<file path="config.mk">
export PLATFORM = sky130hd
export DESIGN_NAME = spi_arbiter_flat
export DESIGN_NICKNAME = d
export VERILOG_FILES = /design/src/rtl/spi_arbiter_if.sv /design/src/rtl/spi_arbiter.sv /design/src/flat_wrapper.sv
export SDC_FILE = /design/constraint.sdc
export NUM_CORES = 1
export LEC_CHECK = 0
export CELL_PAD_IN_SITES_DETAIL_PLACEMENT = 0
export CELL_PAD_IN_SITES_GLOBAL_PLACEMENT = 1
export CORE_ASPECT_RATIO = 1.25
export CORE_MARGIN = 2
export CORE_UTILIZATION = 34
export CTS_BUF_LIST = sky130_fd_sc_hd__clkbuf_8
export CTS_CLUSTER_DIAMETER = 40
export DETAILED_ROUTE_END_ITERATION = 10
export HOLD_SLACK_MARGIN = 0.02
export PLACE_DENSITY = 0.82
export SETUP_SLACK_MARGIN = 0.02
export SYNTH_ARGS = -nofsm -noshare
export SYNTH_HDL_FRONTEND = slang
export SYNTH_SLANG_ARGS = --single-unit
</file>
<file path="constraint.sdc">
create_clock -name clock_in -period 1.9 [get_ports clock_in]
set_input_delay 0.38 -clock clock_in [delete_from_list [all_inputs] [get_ports clock_in]]
set_output_delay 0.38 -clock clock_in [all_outputs]
set_load 0.03 [all_outputs]
</file>
<file path="src/rtl/spi_arbiter_if.sv">
// spi_arbiter_if: request, grant and shared-master signals between two requesters, the arbiter and one SPI master.
interface spi_arbiter_if;
  logic [1:0] req;
  logic [7:0] tx0_data;
  logic [7:0] tx1_data;
  logic [1:0] gnt;
  logic [1:0] done;
  logic [1:0] err;
  logic [7:0] rx_data;
  logic [1:0] cs_n;
  logic       m_start;
  logic [7:0] m_tx_data;
  logic       m_done;
  logic [7:0] m_rx_data;
  modport slave (
    input  req, tx0_data, tx1_data, m_done, m_rx_data,
    output gnt, done, err, rx_data, cs_n, m_start, m_tx_data
  );
  modport master (
    output req, tx0_data, tx1_data, m_done, m_rx_data,
    input  gnt, done, err, rx_data, cs_n, m_start, m_tx_data
  );
endinterface

</file>
<file path="src/rtl/spi_arbiter.sv">
// spi_arbiter: round-robin arbiter sharing one SPI master between two requesters with cs_n setup/hold framing.
// Define SPI_ARB_TIMEOUT_EN to abort a WAIT that lasts TIMEOUT cycles and flag it on err.
module spi_arbiter #(
  parameter int CS_SETUP = 2,
  parameter int CS_HOLD  = 2,
  parameter int TIMEOUT  = 255
) (
  input logic          clock_in,
  input logic          rs,
  spi_arbiter_if.slave bus
);
  typedef enum logic [2:0] {IDLE, SETUP, START, WAIT, HOLD, DONE} state_t;
  state_t     state_q, state_d;
  logic [3:0] cnt_q, cnt_d;
  logic       owner_q, owner_d;
  logic       last_q, last_d;
  logic       abort_q, abort_d;
  logic [7:0] tx_q, tx_d;
  logic [7:0] rx_q, rx_d;
  logic [1:0] sel;
  logic       win;
  logic       active;
`ifdef SPI_ARB_TIMEOUT_EN
  logic [7:0] to_q, to_d;
`else
  logic [7:0] unused_timeout;
  assign unused_timeout = 8'(TIMEOUT);
`endif
  // on a tie the requester not served last wins; a lone request always wins
  assign win    = (bus.req[0] & bus.req[1]) ? ~last_q : bus.req[1];
  assign sel    = owner_q ? 2'b10 : 2'b01;
  assign active = state_q inside {SETUP, START, WAIT, HOLD};
  assign bus.gnt       = active ? sel : 2'b00;
  assign bus.cs_n      = active ? ~sel : 2'b11;
  assign bus.done      = (state_q == DONE) ? sel : 2'b00;
  assign bus.m_start   = state_q == START;
  assign bus.m_tx_data = tx_q;
  assign bus.rx_data   = rx_q;
`ifdef SPI_ARB_TIMEOUT_EN
  assign bus.err = (state_q == DONE && abort_q) ? sel : 2'b00;
`else
  assign bus.err = 2'b00;
`endif
  always_comb begin
    state_d = state_q;
    cnt_d   = cnt_q;
    owner_d = owner_q;
    last_d  = last_q;
    abort_d = abort_q;
    tx_d    = tx_q;
    rx_d    = rx_q;
`ifdef SPI_ARB_TIMEOUT_EN
    to_d    = to_q;
`endif
    case (state_q)
      IDLE: if (bus.req != 2'b00) begin
        state_d = SETUP;
        owner_d = win;
        last_d  = win;
        tx_d    = win ? bus.tx1_data : bus.tx0_data;
        cnt_d   = '0;
        abort_d = 1'b0;
      end
      SETUP: begin
        cnt_d   = (cnt_q == 4'(CS_SETUP - 1)) ? '0 : cnt_q + 4'd1;
        state_d = (cnt_q == 4'(CS_SETUP - 1)) ? START : SETUP;
      end
      START: begin
        state_d = WAIT;
`ifdef SPI_ARB_TIMEOUT_EN
        to_d    = '0;
`endif
      end
      WAIT: if (bus.m_done) begin
        state_d = HOLD;
        rx_d    = bus.m_rx_data;
      end
`ifdef SPI_ARB_TIMEOUT_EN
      else if (to_q == 8'(TIMEOUT - 1)) begin
        state_d = HOLD;
        rx_d    = 8'h00;
        abort_d = 1'b1;
      end else begin
        to_d = to_q + 8'd1;
      end
`endif
      HOLD: begin
        cnt_d   = (cnt_q == 4'(CS_HOLD - 1)) ? '0 : cnt_q + 4'd1;
        state_d = (cnt_q == 4'(CS_HOLD - 1)) ? DONE : HOLD;
      end
      DONE:    state_d = IDLE;
      default: state_d = IDLE;
    endcase
  end
  always_ff @(posedge clock_in or negedge rs)
    if (!rs) begin
      state_q <= IDLE;
      cnt_q   <= '0;
      owner_q <= 1'b0;
      last_q  <= 1'b1;
      abort_q <= 1'b0;
      tx_q    <= '0;
      rx_q    <= '0;
    end else begin
      state_q <= state_d;
      cnt_q   <= cnt_d;
      owner_q <= owner_d;
      last_q  <= last_d;
      abort_q <= abort_d;
      tx_q    <= tx_d;
      rx_q    <= rx_d;
    end
`ifdef SPI_ARB_TIMEOUT_EN
  always_ff @(posedge clock_in or negedge rs)
    if (!rs) to_q <= '0;
    else to_q <= to_d;
`endif
endmodule
</file>
<file path="src/flat_wrapper.sv">
// flat-port wrapper written by rule: the top's interface ports become plain ports
module spi_arbiter_flat 
#(
  parameter int CS_SETUP = 2,
  parameter int CS_HOLD  = 2,
  parameter int TIMEOUT  = 255
)
  (clock_in, rs, bus_req, bus_tx0_data, bus_tx1_data, bus_m_done, bus_m_rx_data, bus_gnt, bus_done, bus_err, bus_rx_data, bus_cs_n, bus_m_start, bus_m_tx_data);
  spi_arbiter_if bus_i ();
  input logic clock_in;
  input logic rs;
  input wire logic [$bits(bus_i.req)-1:0] bus_req;
  input wire logic [$bits(bus_i.tx0_data)-1:0] bus_tx0_data;
  input wire logic [$bits(bus_i.tx1_data)-1:0] bus_tx1_data;
  input wire logic [$bits(bus_i.m_done)-1:0] bus_m_done;
  input wire logic [$bits(bus_i.m_rx_data)-1:0] bus_m_rx_data;
  output wire logic [$bits(bus_i.gnt)-1:0] bus_gnt;
  output wire logic [$bits(bus_i.done)-1:0] bus_done;
  output wire logic [$bits(bus_i.err)-1:0] bus_err;
  output wire logic [$bits(bus_i.rx_data)-1:0] bus_rx_data;
  output wire logic [$bits(bus_i.cs_n)-1:0] bus_cs_n;
  output wire logic [$bits(bus_i.m_start)-1:0] bus_m_start;
  output wire logic [$bits(bus_i.m_tx_data)-1:0] bus_m_tx_data;
  assign bus_i.req = bus_req;
  assign bus_i.tx0_data = bus_tx0_data;
  assign bus_i.tx1_data = bus_tx1_data;
  assign bus_i.m_done = bus_m_done;
  assign bus_i.m_rx_data = bus_m_rx_data;
  assign bus_gnt = bus_i.gnt;
  assign bus_done = bus_i.done;
  assign bus_err = bus_i.err;
  assign bus_rx_data = bus_i.rx_data;
  assign bus_cs_n = bus_i.cs_n;
  assign bus_m_start = bus_i.m_start;
  assign bus_m_tx_data = bus_i.m_tx_data;
  spi_arbiter #(.CS_SETUP(CS_SETUP), .CS_HOLD(CS_HOLD), .TIMEOUT(TIMEOUT)) u_core (.clock_in(clock_in), .rs(rs), .bus(bus_i));
endmodule
</file>
==> Implementation_results.wiki <==
{| class="wikitable"
! Metric !! Value
|-
| Result of the run || complete, no violations
|-
| Startpoint class of the critical path || flip-flop
|-
| Arrival time at the worst endpoint || around 1400 ps
|-
| CTS tree || yes
|-
| WL/cell || roughly 13 µm
|-
| Multiplexer share of the synthesized area || 0.232
|-
| Wire length after detailed routing || roughly 2800 µm
|-
| Compound-cell area share of the yosys netlist || 0.0794
|-
| Number of buffers inserted during clock tree synthesis || 3
|-
| Die Span Y || 74.2 µm
|-
| Syn avg cell area || ~13 µm²
|-
| Number of antenna violations at the first check in global routing || 0
|-
| Width of the chip || 60.2 µm
|-
| Fraction of the mapped netlist area in simple logic gates || 0.121
|-
| Critical path class || flip-flop to primary output
|-
| Final hold violation count || 0
|-
| Residual DRC || 0
|-
| Antenna viol nets, final || 0
|-
| Proportion of synthesized chip area in sequential cells || 0.468
|-
| Maximum achievable frequency || ~0.57 GHz
|-
| Switching Power || around 0.0014 W
|-
| Worst Slack Setup Final || 136 ps
|-
| Global-route wire length before repair || 4430 µm
|-
| Total Die Area || between 4000 and 5000 µm²
|-
| Post-CTS setup repair buffer count || 0
|-
| Clock power share || 0.102
|-
| HPWL after DPL || between 2000 and 2500 µm
|-
| Maximum number of pins on one net before global-route repair || 19
|-
| Number of DRC markers after the initial detailed-route iteration || 13
|-
| Vias in the first global route || 1022
|-
| Worst-path fanout max || 10
|-
| Worst setup EP type || primary output
|-
| Post-Place Setup Slack || -68.5 ps
|-
| Placeable core region || approximately 3800 µm²
|-
| Inserted Diodes || 0
|-
| Overflow after GRT || 0
|-
| Routability-driven placement congestion ratio || 0.698
|-
| Total power per unit cell area || about 1700 nW/µm²
|-
| Initial standard-cell utilization of the core || 0.354
|-
| Clock buffer depth || 2
|-
| P&R area growth vs syn || 45.8%
|-
| Setup repair after global routing missed its margin || no
|-
| Mapped Cells || between 100 and 150
|-
| Xor and xnor fraction of the mapped netlist area || 0.0196
|-
| Yosys synthesis warning count || 0
|-
| Post-synth ARST share || 1.00
|-
| Num rows || 25
|-
| Setup tns final || 0 ps
|-
| Count of TritonRoute iterations in the first routing pass || 4
|-
| Smallest hold slack || just over 400 ps
|-
| Net count, final || between 150 and 200
|-
| Setup Skew || 2.51 ps
|-
| VDD IR-drop max || 0.708 mV
|-
| Largest family of logic cells by synthesized area || multiplexers
|-
| I/O pin count || 54
|-
| Clock input transition at the sequential cells of the worst setup and hold paths || 90 ps
|-
| Tcrit/Tclk final || 0.928
|-
| Cell internal power dissipation || approximately 0.0019 W
|-
| Data required time at the worst endpoint || approximately 1500 ps
|-
| Launching point of the worst reg2reg path || u_core.cnt_q[1]
|-
| Proportion of power drawn by flip-flops and latches || 0.314
|-
| Sink Count || 25
|-
| Ratio of cells with drive above 1 in the final layout || 0.259
|-
| Cell area after technology mapping || approximately 1300 µm²
|-
| Worst Reg-to-Reg Cells || 5
|-
| Count of state elements after synthesis || 25
|-
| Post-Synth Adder-Cell Area || 0.0187
|-
| Commonest cells after routing, fill and taps aside || sky130_fd_sc_hd__clkdlybuf4s50_1, sky130_fd_sc_hd__dfrtp_1, sky130_fd_sc_hd__mux2_1
|-
| Lkg Pwr || ~0.82 nW
|-
| Most frequent standard cell in the layout excluding fill and tap cells || sky130_fd_sc_hd__clkdlybuf4s50_1
|-
| Post-layout minimum cycle time || around 1800 ps
|-
| Number of pins exceeding their max-slew limit in the final report || 0
|-
| Sw frac || 0.423
|-
| Tightest Hold Check Type || primary input to async pin
|-
| IO Port Bufs || 51
|-
| Critical path startpoint || u_core.state_q[0]
|-
| Source-to-sink clock delay at the later pin of the worst-skew pair || 270 ps
|-
| Max H-tree Level || 1
|-
| Comb pwr share || 0.584
|-
| Ys flop type || sky130_fd_sc_hd__dfrtp_1
|-
| Via count normalized by instance count || 4.56
|-
| Number of enable flip-flop cells after synthesis || 0
|-
| Synth unique cells || 38
|-
| Total Routing Usage GR || 0.131
|-
| Finish-stage setup viols || 0
|-
| Clock root buffer master || sky130_fd_sc_hd__clkbuf_8
|-
| Vias after detailed routing || 967
|-
| Max_cap viols || 0
|}
==> synth_stat cells, types with 2 or more instances <==
| library cell | instances | share of area |
|---|---|---|
| sky130_fd_sc_hd__a22o_1 | 2 | 0.013 |
| sky130_fd_sc_hd__mux2_4 | 8 | 0.090 |
| sky130_fd_sc_hd__and2_1 | 3 | 0.014 |
| sky130_fd_sc_hd__a21oi_1 | 3 | 0.011 |
| sky130_fd_sc_hd__ha_1 | 2 | 0.019 |
| sky130_fd_sc_hd__buf_4 | 2 | 0.011 |
| sky130_fd_sc_hd__buf_6 | 2 | 0.017 |
| sky130_fd_sc_hd__nor3_2 | 2 | 0.015 |
| sky130_fd_sc_hd__nor3_1 | 2 | 0.0075 |
| sky130_fd_sc_hd__inv_1 | 3 | 0.0084 |
| sky130_fd_sc_hd__nand2b_1 | 2 | 0.0093 |
| sky130_fd_sc_hd__nand2_1 | 6 | 0.017 |
| sky130_fd_sc_hd__dfrtp_1 | 24 | 0.45 |
| sky130_fd_sc_hd__mux2_2 | 3 | 0.025 |
| sky130_fd_sc_hd__xnor2_1 | 3 | 0.020 |
| sky130_fd_sc_hd__mux2_1 | 14 | 0.12 |
==> flip-flops by register name, indices dropped and copies added (netlist names) <==
signal	cells
u_core.last_q	1
u_core.cnt_q	4
u_core.owner_q	1
u_core.bus.rx_data	8
u_core.state_q	3
u_core.bus.m_tx_data	8
==> per-stage QoR <==
step	power (W)	std cells	area (µm²)	util
floorplan	0.00228	104	1340	-
global placement	0.00287	208	1890	0.500
detailed placement	0.00292	208	1890	0.500
CTS	0.00326	212	1940	0.513
global route	0.00345	212	1950	0.516
finish	0.00324	212	1950	0.516
==> layout make-up <==
cell class                 instances  area, µm²
fill                             353       1830
clock buffer                       3       41.3
sequential                        25        629
clock inverter                     1       7.51
tap                               54       67.6
multi-input combinational         69        649
inverter                           4       15.0
timing repair buffer              56        543
==> kinds of logic after synthesis <==
group	Yosys count
XOR/XNOR	3
AND/OR/NAND/NOR	24
AO/OA/AOI/OAI	13
other	1
buffers and inverters	10
adder cells (fa/ha/maj)	2
flip-flops	25
multiplexers	25
==> power groups by stage <==
stage / clock (W) / sequential (W) / combinational (W)
final: 0.000330 / 0.00102 / 0.00190
after global routing: 0.000365 / 0.00106 / 0.00202
after CTS: 0.000336 / 0.00101 / 0.00191
after detailed placement: 0 / 0.00102 / 0.00190
after global placement: 0 / 0.00101 / 0.00186
after floorplan: 0 / 0.00130 / 0.000979
==> final timing paths <==
path / to / slack (ps)
worst max-delay path: bus_gnt[1] / 140
worst min-delay path: u_core.state_q[1] / 410
worst max register to register: u_core.cnt_q[2] / 410
worst min register to register: u_core.bus.rx_data[5] / 500
max in group asynchronous: u_core.last_q / 980
min in group clock_in: u_core.bus.rx_data[5] / 500
==> layer usage <==
metal / global-route usage / vias to the layer above / part of all wire
li1: - / 473 / -
met1: 0.149 / 453 / 0.43
met5: 0 / - / 0
met2: 0.236 / 37 / 0.48
met4: 0.0444 / 0 / 0.011
met3: 0.0313 / 4 / 0.080
==> what timing repair did <==
action	in CTS	in global routing
hold buffers	0	0
endpoints found under the setup margin	2	4
gates cloned	0	0
resized for setup	1	3
==> critical path: stages (launching register included) <==
cell                      delay (ps)
sky130_fd_sc_hd__dfrtp_2         500
sky130_fd_sc_hd__nor2_2          170
sky130_fd_sc_hd__xnor2_2         150
sky130_fd_sc_hd__and2_1          150
sky130_fd_sc_hd__buf_4           150
(Power assumes the default switching activity.)
